File: src/rtl/ryu_motion_ctrl_if.sv
// Button/vsync inputs and sprite position/pose outputs of the Ryu motion controller.
// The master side (player input decoder) drives buttons and vsync; the slave side is the controller.
interface ryu_motion_ctrl_if;
  logic       vs;
  logic       btn_left;
  logic       btn_right;
  logic       btn_up;
  logic       btn_down;
  logic       btn_punch;
  logic [9:0] RyuX;
  logic [9:0] RyuY;
  logic [2:0] sprite;
  logic       frame_tick;

  modport master (
    output vs, btn_left, btn_right, btn_up, btn_down, btn_punch,
    input  RyuX, RyuY, sprite, frame_tick
  );

  modport slave (
    input  vs, btn_left, btn_right, btn_up, btn_down, btn_punch,
    output RyuX, RyuY, sprite, frame_tick
  );
endinterface

File: src/rtl/ryu_motion_ctrl.sv
// Per-frame movement FSM for Ryu: walk, crouch, timed punch and ballistic jump.
// Everything advances once per vsync rising edge; outputs are held between frames.
module ryu_motion_ctrl #(
  parameter int X_INIT       = 100,
  parameter int Y_GROUND     = 300,
  parameter int X_MIN        = 0,
  parameter int X_MAX        = 560,
  parameter int WALK_STEP    = 2,
  parameter int JUMP_V0      = 12,
  parameter int GRAVITY      = 1,
  parameter int PUNCH_FRAMES = 12
) (
  input  logic             vga_clk,
  input  logic             reset_n,
  ryu_motion_ctrl_if.slave bus
);

  // State encoding doubles as the sprite code seen by the sprite mux.
  localparam logic [2:0] ST_STAND  = 3'd0;
  localparam logic [2:0] ST_PUNCH  = 3'd1;
  localparam logic [2:0] ST_JUMP   = 3'd2;
  localparam logic [2:0] ST_CROUCH = 3'd3;
  localparam logic [2:0] ST_WALK_L = 3'd4;
  localparam logic [2:0] ST_WALK_R = 3'd5;

  localparam logic [9:0]        X_INIT_U   = 10'(X_INIT);
  localparam logic [9:0]        Y_GROUND_U = 10'(Y_GROUND);
  localparam logic signed [10:0] X_MIN_S    = 11'(X_MIN);
  localparam logic signed [10:0] X_MAX_S    = 11'(X_MAX);
  localparam logic signed [10:0] Y_GROUND_S = 11'(Y_GROUND);
  localparam logic signed [10:0] STEP_S     = 11'(WALK_STEP);
  localparam logic signed [3:0]  STEP_DX    = 4'(WALK_STEP);
  localparam logic signed [6:0]  JUMP_VY    = 7'(-JUMP_V0);
  localparam logic signed [6:0]  GRAVITY_VY = 7'(GRAVITY);
  localparam logic [3:0]         PUNCH_LAST = 4'(PUNCH_FRAMES - 1);

  function automatic logic [9:0] clamp_x(input logic signed [10:0] v);
    logic [9:0] r;
    if (v < X_MIN_S) begin
      r = X_MIN_S[9:0];
    end else if (v > X_MAX_S) begin
      r = X_MAX_S[9:0];
    end else begin
      r = v[9:0];
    end
    return r;
  endfunction

  logic                vs_q_r;
  logic                tick_r;
  logic                punch_q_r;
  logic [2:0]          state_r;
  logic [9:0]          x_r;
  logic [9:0]          y_r;
  logic signed [6:0]   vy_r;
  logic signed [3:0]   dx_r;
  logic [3:0]          cnt_r;

  logic [2:0]          state_s;
  logic [9:0]          x_s;
  logic [9:0]          y_s;
  logic signed [6:0]   vy_s;
  logic signed [3:0]   dx_s;
  logic [3:0]          cnt_s;

  logic signed [10:0]  x_ext_s;
  logic signed [10:0]  y_ext_s;
  logic signed [10:0]  vy_ext_s;
  logic signed [10:0]  dx_ext_s;
  logic signed [10:0]  y_fall_s;
  logic                left_only_s;
  logic                right_only_s;
  logic                press_s;

  assign x_ext_s      = {1'b0, x_r};
  assign y_ext_s      = {1'b0, y_r};
  assign vy_ext_s     = {{4{vy_r[6]}}, vy_r};
  assign dx_ext_s     = {{7{dx_r[3]}}, dx_r};
  assign y_fall_s     = y_ext_s + vy_ext_s;
  assign left_only_s  = bus.btn_left & ~bus.btn_right;
  assign right_only_s = bus.btn_right & ~bus.btn_left;
  assign press_s      = bus.btn_punch & ~punch_q_r;

  // Next-state and next-position computation, applied only on a frame tick.
  always_comb begin
    state_s = state_r;
    x_s     = x_r;
    y_s     = y_r;
    vy_s    = vy_r;
    dx_s    = dx_r;
    cnt_s   = cnt_r;
    case (state_r)
      ST_PUNCH: begin
        if (cnt_r == 4'd0) begin
          state_s = ST_STAND;
        end else begin
          cnt_s = cnt_r - 4'd1;
        end
      end
      ST_JUMP: begin
        x_s = clamp_x(x_ext_s + dx_ext_s);
        // Only a falling (or apex) body can land; rising frames never snap to ground.
        if (!vy_r[6] && (y_fall_s >= Y_GROUND_S)) begin
          y_s     = Y_GROUND_U;
          vy_s    = 7'sd0;
          state_s = ST_STAND;
        end else begin
          y_s  = y_fall_s[9:0];
          vy_s = vy_r + GRAVITY_VY;
        end
      end
      ST_STAND, ST_CROUCH, ST_WALK_L, ST_WALK_R: begin
        if (press_s) begin
          state_s = ST_PUNCH;
          cnt_s   = PUNCH_LAST;
        end else if (bus.btn_up) begin
          state_s = ST_JUMP;
          vy_s    = JUMP_VY;
          if (left_only_s) begin
            dx_s = -STEP_DX;
          end else if (right_only_s) begin
            dx_s = STEP_DX;
          end else begin
            dx_s = 4'sd0;
          end
        end else if (bus.btn_down) begin
          state_s = ST_CROUCH;
        end else if (left_only_s) begin
          state_s = ST_WALK_L;
          x_s     = clamp_x(x_ext_s - STEP_S);
        end else if (right_only_s) begin
          state_s = ST_WALK_R;
          x_s     = clamp_x(x_ext_s + STEP_S);
        end else begin
          state_s = ST_STAND;
        end
      end
      default: begin
        state_s = ST_STAND;
      end
    endcase
  end

  // Vsync edge detection plus the per-frame state/position registers.
  always_ff @(posedge vga_clk or negedge reset_n) begin
    if (!reset_n) begin
      vs_q_r    <= 1'b0;
      tick_r    <= 1'b0;
      punch_q_r <= 1'b0;
      state_r   <= ST_STAND;
      x_r       <= X_INIT_U;
      y_r       <= Y_GROUND_U;
      vy_r      <= 7'sd0;
      dx_r      <= 4'sd0;
      cnt_r     <= 4'd0;
    end else begin
      vs_q_r <= bus.vs;
      tick_r <= bus.vs & ~vs_q_r;
      if (tick_r) begin
        punch_q_r <= bus.btn_punch;
        state_r   <= state_s;
        x_r       <= x_s;
        y_r       <= y_s;
        vy_r      <= vy_s;
        dx_r      <= dx_s;
        cnt_r     <= cnt_s;
      end else begin
        punch_q_r <= punch_q_r;
        state_r   <= state_r;
        x_r       <= x_r;
        y_r       <= y_r;
        vy_r      <= vy_r;
        dx_r      <= dx_r;
        cnt_r     <= cnt_r;
      end
    end
  end

  assign bus.RyuX       = x_r;
  assign bus.RyuY       = y_r;
  assign bus.sprite     = state_r;
  assign bus.frame_tick = tick_r;

endmodule

File: src/flat_wrapper.sv
// flat-port wrapper written by rule: the top's interface ports become plain ports
module ryu_motion_ctrl_flat 
#(
  parameter int X_INIT       = 100,
  parameter int Y_GROUND     = 300,
  parameter int X_MIN        = 0,
  parameter int X_MAX        = 560,
  parameter int WALK_STEP    = 2,
  parameter int JUMP_V0      = 12,
  parameter int GRAVITY      = 1,
  parameter int PUNCH_FRAMES = 12
)
  (vga_clk, reset_n, bus_vs, bus_btn_left, bus_btn_right, bus_btn_up, bus_btn_down, bus_btn_punch, bus_RyuX, bus_RyuY, bus_sprite, bus_frame_tick);
  ryu_motion_ctrl_if bus_i ();
  input  logic vga_clk;
  input  logic reset_n;
  input wire logic [$bits(bus_i.vs)-1:0] bus_vs;
  input wire logic [$bits(bus_i.btn_left)-1:0] bus_btn_left;
  input wire logic [$bits(bus_i.btn_right)-1:0] bus_btn_right;
  input wire logic [$bits(bus_i.btn_up)-1:0] bus_btn_up;
  input wire logic [$bits(bus_i.btn_down)-1:0] bus_btn_down;
  input wire logic [$bits(bus_i.btn_punch)-1:0] bus_btn_punch;
  output wire logic [$bits(bus_i.RyuX)-1:0] bus_RyuX;
  output wire logic [$bits(bus_i.RyuY)-1:0] bus_RyuY;
  output wire logic [$bits(bus_i.sprite)-1:0] bus_sprite;
  output wire logic [$bits(bus_i.frame_tick)-1:0] bus_frame_tick;
  assign bus_i.vs = bus_vs;
  assign bus_i.btn_left = bus_btn_left;
  assign bus_i.btn_right = bus_btn_right;
  assign bus_i.btn_up = bus_btn_up;
  assign bus_i.btn_down = bus_btn_down;
  assign bus_i.btn_punch = bus_btn_punch;
  assign bus_RyuX = bus_i.RyuX;
  assign bus_RyuY = bus_i.RyuY;
  assign bus_sprite = bus_i.sprite;
  assign bus_frame_tick = bus_i.frame_tick;
  ryu_motion_ctrl #(.X_INIT(X_INIT), .Y_GROUND(Y_GROUND), .X_MIN(X_MIN), .X_MAX(X_MAX), .WALK_STEP(WALK_STEP), .JUMP_V0(JUMP_V0), .GRAVITY(GRAVITY), .PUNCH_FRAMES(PUNCH_FRAMES)) u_core (.vga_clk(vga_clk), .reset_n(reset_n), .bus(bus_i));
endmodule
File: config.mk
export PLATFORM = sky130hd
export DESIGN_NAME = ryu_motion_ctrl_flat
export DESIGN_NICKNAME = d
export VERILOG_FILES = /design/src/rtl/ryu_motion_ctrl_if.sv /design/src/rtl/ryu_motion_ctrl.sv /design/src/flat_wrapper.sv
export SDC_FILE = /design/constraint.sdc
export NUM_CORES = 1
export LEC_CHECK = 0
export ABC_CLOCK_PERIOD_IN_PS = 2900
export BUFFER_PORTS_ARGS = -buffer_cell sky130_fd_sc_hd__buf_2
export CAP_MARGIN = 20
export CORE_MARGIN = 4
export CORE_UTILIZATION = 50
export DETAILED_ROUTE_END_ITERATION = 10
export PLACE_DENSITY = 0.73
export SYNTH_ARGS = -nofsm -noshare
export SYNTH_HDL_FRONTEND = slang
export SYNTH_SLANG_ARGS = --single-unit
File: constraint.sdc
create_clock -name vga_clk -period 2.9 [get_ports vga_clk]
set_input_delay 0.29 -clock vga_clk [delete_from_list [all_inputs] [get_ports vga_clk]]
set_output_delay 0.29 -clock vga_clk [all_outputs]
set_load 0.01 [all_outputs]
; ---- Word level (Yosys, flattened, before mapping)
; Cells that the tools add are included.
[totals]
regBits = 41
in_bits = 8
output_inout_bits = 24
[classes]
eq_ne = 14
n_bitwise = 9
n_reduce_logical = 13
muxes = 30
n_lt_le_gt_ge = 7
addsub = 6
[ops]
columns = cell, n
row1 = two-way mux 10 bit, 12
row2 = "greater-than comparator 11 bit, second input constant", 3
row3 = "< comparator 11 x 1 -> 1 bit, second input constant", 3
row4 = two-way mux 3 bit, 7
row5 = two-way mux 7 bit, 3
row6 = one-hot mux 10 bit (2 select lines), 1
row7 = one-hot mux 7 bit (2 select lines), 1
row8 = two-way mux 4 bit, 3
row9 = AND reduction 4 bit, 3
row10 = "adder 10 x 2 -> 11 bit, second input constant", 1
row11 = adder 11 x 4 -> 11 bit, 1
row12 = adder 11 x 7 -> 11 bit, 1
row13 = ">= comparator 11 x 10 -> 1 bit, second input constant", 1
row14 = "subtractor 10 x 2 -> 11 bit, second input constant", 1
row15 = "inequality test 2 bit, second input constant", 5
row16 = one-hot mux 3 bit (3 select lines), 1
row17 = one-hot mux 4 bit (2 select lines), 1
row18 = "adder 7 x 2 -> 7 bit, second input constant", 1
row19 = "equality test 3 x 2 -> 1 bit, second input constant", 2
row20 = "equality test 3 bit, second input constant", 2
row21 = "inequality test 2 x 1 -> 1 bit, second input constant", 3
row22 = AND reduction 6 bit, 1
row23 = NOT 1 bit, 5
row24 = bitwise AND 1 bit, 4
row25 = 12 further kinds, 13

; ---- Depth between registers and ports, before layout
[logic_depth]
ltp_word = 10
mapped_depth = 11
ltp_nobuf = 9

; ---- Worst setup path after synthesis
; Ideal clock, no wire load.
[synth_timing]
path_kind = register to register
start = register u_core.y_r[0], in the netlist u_core.bus.RyuY[0]
end = register u_core.state_r[0], in the netlist u_core.bus.sprite[0]
path_stages_with_launch = 10
required_ns = 2.775
slack_ns = 0.181
arrival_ns = 2.594
path_cell_list = dfrtp_1 ha_1 fa_1 a211oi_2 o21ai_1 a31oi_1 o21ai_0 o31ai_1 a21o_1 mux2_2
[synth_between]
elab_chain_len = 5
[synth_lines]
columns = element, line
row1 = start: declaration, ryu_motion_ctrl.sv:54  ; logic [9:0] y_r;
row2 = start signal: assignment, ryu_motion_ctrl.sv:163  ; y_r <= y_s;
row3 = start signal: assignment, ryu_motion_ctrl.sv:171  ; y_r <= y_r;
row4 = adder 11 x 7 -> 11 bit, ryu_motion_ctrl.sv:79  ; assign y_fall_s = y_ext_s + vy_ext_s;
row5 = >= comparator 11 x 10 -> 1 bit, ryu_motion_ctrl.sv:103  ; if (!vy_r[6] && (y_fall_s >= Y_GROUND_S)) begin
row6 = logical AND 1 bit, ryu_motion_ctrl.sv:103
row7 = inequality test 2 x 1 -> 1 bit (no line), -
row8 = AND reduction 3 bit (no line), -
row9 = end signal: assignment, ryu_motion_ctrl.sv:161  ; state_r <= state_s;
row10 = end signal: assignment, ryu_motion_ctrl.sv:169  ; state_r <= state_r;
row11 = end: declaration, ryu_motion_ctrl.sv:52  ; logic [2:0] state_r;
; Every way passes these cells.
; A chain may end at the register's enable or synchronous reset.

; ---- Worst setup path in the final report
; Ends and elaborated chain as after synthesis.

==> results.sh <==
export IMPL_nets=535
export IMPL_hp_class="in2reg"
export IMPL_yosys_area_top_type="dfrtp_1"
export IMPL_vias=3735
export IMPL_drtIter0Drc=220
export IMPL_wl_mm=9.81
export IMPL_maxSlewViolCount=0
export IMPL_cts_root_buffer="clkbuf_8"
export IMPL_place_area_um2=4040
export IMPL_crit_chain="ha_1 > fa_2 > a211oi_4 > o21ai_1 > a31oi_1 > buf_4 > xor2_4 > nor3_2 > a21o_1 > mux2_2"
export IMPL_num_rows=30
export IMPL_cp_top_family="compound AO/OA/AOI/OAI gates"
export IMPL_wl_per_cell_um=16.5
export IMPL_finalHoldViolations=0
export IMPL_avgSynthCellArea_um2=8.04
export IMPL_timing_hold_ws_ns=0.0977
export IMPL_cts_buffer_depth=2
export IMPL_synth_most_common_cell="nand2_1"
export IMPL_yosysWarnings=0
export IMPL_sequentialPowerShare=0.180
export IMPL_syn_nets=493
export IMPL_top_usage_layer="met2"
export IMPL_place_hpwl_mm=7.27
export IMPL_p_int_uw=2860
export IMPL_swShare=0.505
export IMPL_synth_area_top_cells="dfrtp_1 (21%), ha_1 (9.2%), a21oi_1 (5.5%), dfstp_2 (5.0%), nand2_1 (4.3%)"
export IMPL_worst_slew_pin_slew_ns=0.902
export IMPL_required_ns=3.09
export IMPL_synthFlopType="dfrtp_1"
export IMPL_critical_path_arrival_ns=3.00
export IMPL_end_kind="flip-flop"
export IMPL_powerDensity_nw_per_um2=1370
export IMPL_clk_latency_ns=0.30
export IMPL_synth_edf_count=0
export IMPL_gp_congestion=0.948
export IMPL_fin_worst_skew_ns=0.00715
export IMPL_dieWidth_um=93.6
export IMPL_critPathSlowestCell="dfrtp_1"
export IMPL_max_cap_violations=0
export IMPL_grt_max_degree=39
export IMPL_worstSetupStartpointType="flip-flop"
export IMPL_die_area_um2=8770
export IMPL_syn_cell_area_um2=3670
export IMPL_crit_fanout=4
export IMPL_synth_distinct_cells=69
export IMPL_cts_sinks=38
export IMPL_dr_pass1_iters=5
export IMPL_period_needed_ns=2.81
export IMPL_antenna_found_initial=0
export IMPL_drive_above_1_share=0.196
export IMPL_leakagePower_uw=0.00179
export IMPL_synth_commonest_cells="nand2_1 (42), a21oi_1 (40), nor2_1 (33)"
export IMPL_initial_core_util=0.528
export IMPL_cts_setup_buffers=0
export IMPL_drc=0
export IMPL_design_area_um2=4230
export IMPL_clk_pin_slew_ns=0.09
export IMPL_io_pins=32
export IMPL_grt_pass1_wl_mm=16.7
export IMPL_final_util=0.609
export IMPL_ant_nets=0
export IMPL_synth_async_reset_ratio=1.00
export IMPL_status="finished, final reports clean"
export IMPL_synth_seq_cells=38
export IMPL_syn_to_final_growth_pct=15.4
export IMPL_cts_hold_buf=0
export IMPL_antenna_cells=0
export IMPL_grt_usage=0.229
export IMPL_cts_tree="built"
export IMPL_relSlewSlack=0.399
export IMPL_crit_buf_inv=1
export IMPL_core_um2=6940
export IMPL_synthCells=456
export IMPL_cts_buffers=5
export IMPL_grt_ovfl_total=0
export IMPL_yosysSeqAreaShare=0.262
export IMPL_met3_usage=0.0338
export IMPL_met1_usage=0.305
export IMPL_h_tree_depth=2
export IMPL_critical_path_class="reg2reg"
export IMPL_slowest_delay_ns=0.40
export IMPL_port_buffers=30
export IMPL_p_switching_uw=2920
export IMPL_via_per_inst=6.28
export IMPL_die_height_um=93.6
export IMPL_yosysTopAreaCellShare=0.212
export IMPL_grt_use_met2=0.392
export IMPL_setup_viol=0
export IMPL_pwr_share_comb=0.722
export IMPL_clockPowerShare=0.098
export IMPL_grt_pass1_vias=3600
export IMPL_timing_final_crit_share=0.969
export IMPL_peakVddDrop_mv=0.695
export IMPL_fmax_mhz=356
per-layer routing:
| metal | wire length, µm | up-vias | share of wire |
|---|---|---|---|
| met3 | 470 | 12 | 0.048 |
| met2 | 4710 | 103 | 0.48 |
| met5 | 0 | - | 0 |
| met1 | 4520 | 1798 | 0.46 |
| li1 | - | 1822 | - |
| met4 | 116 | 0 | 0.012 |
logic make-up after synthesis:
kind of cell,Yosys count,synth area share
buffers and inverters,38,0.0464
multiplexers,7,0.0208
AO/OA/AOI/OAI,160,0.290
flip-flops,38,0.262
XOR/XNOR,17,0.0406
AND/OR/NAND/NOR,166,0.236
adder cells (fa/ha/maj),29,0.103
other,1,0.00102
layout make-up:
class | instances | area (µm²)
timing repair buffer | 60 | 375
clock inverter | 3 | 68.8
multi-input combinational | 380 | 2590
sequential | 38 | 960
clock buffer | 5 | 68.8
tap | 96 | 120
inverter | 13 | 48.8
fill | 638 | 2710
sequential cells by signal, indices dropped and copies added, names as in the netlist:
register               count
u_core.bus.RyuX            9
u_core.bus.RyuY           10
u_core.bus.frame_tick      1
u_core.bus.sprite          3
u_core.cnt_r               4
u_core.dx_r                2
u_core.punch_q_r           1
u_core.vs_q_r              1
u_core.vy_r                7
worst paths after layout:
check | from | to | slack (ns) | cells after the start
worst max-delay path | u_core.bus.RyuY[0]$_DFFE_PN0P_ | u_core.bus.sprite[0]$_DFFE_PN0P_ | 0.09 | 10
worst min-delay path | bus_vs | u_core.vs_q_r$_DFF_PN0_ | 0.1 | 1
worst max register to register | u_core.bus.RyuY[0]$_DFFE_PN0P_ | u_core.bus.sprite[0]$_DFFE_PN0P_ | 0.09 | 10
worst min register to register | u_core.vs_q_r$_DFF_PN0_ | u_core.bus.frame_tick$_DFF_PN0_ | 0.40 | 1
max in group asynchronous | reset_n | u_core.bus.RyuY[0]$_DFFE_PN0P_ | 2.22 | 1
min in group asynchronous | reset_n | u_core.bus.RyuX[4]$_DFFE_PN0P_ | 0.12 | 1
what timing repair did:
action / in CTS / in global routing
endpoints found under the setup margin: 5 / 18
pin swaps: 0 / 3
endpoints found under the hold margin: 0 / 0
resized for setup: 2 / 8
power by group through the flow:
stage / Combinational [µW] / Clock, µW / Sequential [µW]
after global routing: 4610 / 601 / 1080
after CTS: 4000 / 571 / 1040
after global placement: 3840 / 0 / 1040
after detailed placement: 3960 / 0 / 1050
after floorplan: 2740 / 0 / 1090
final: 4170 / 565 / 1040
cell usage in the layout, fill, tap and decap left out, drive strengths merged, types with 4 or more instances in the layout:
cell	n
clkbuf	5
nor3	11
mux2	5
nand2	43
dfrtp	31
xor2	11
nand3	21
o22ai	4
a21o	6
o21a	7
xnor2	6
o21bai	4
nor4	4
o21ai	34
buf	60
o211ai	4
dfstp	7
nand4	5
inv	13
ha	27
nor2	34
o31ai	9
nor3b	6
or2	4
a221o	4
or3	5
a31oi	8
a21oi	40
nand2b	9
a211oi	12
through the flow:
step | instances | power [µW] | setup slack, ns | TNS (ns)
floorplan | 456 | 3830 | 0.181 | 0
global placement | 587 | 4880 | 0.123 | 0
detailed placement | 587 | 5000 | 0.0202 | 0
CTS | 595 | 5610 | 0.0104 | 0
global route | 595 | 6290 | -0.0191 | -0.0491
finish | 595 | 5780 | 0.0908 | 0
Note: power is estimated with default switching activity, not from simulation.
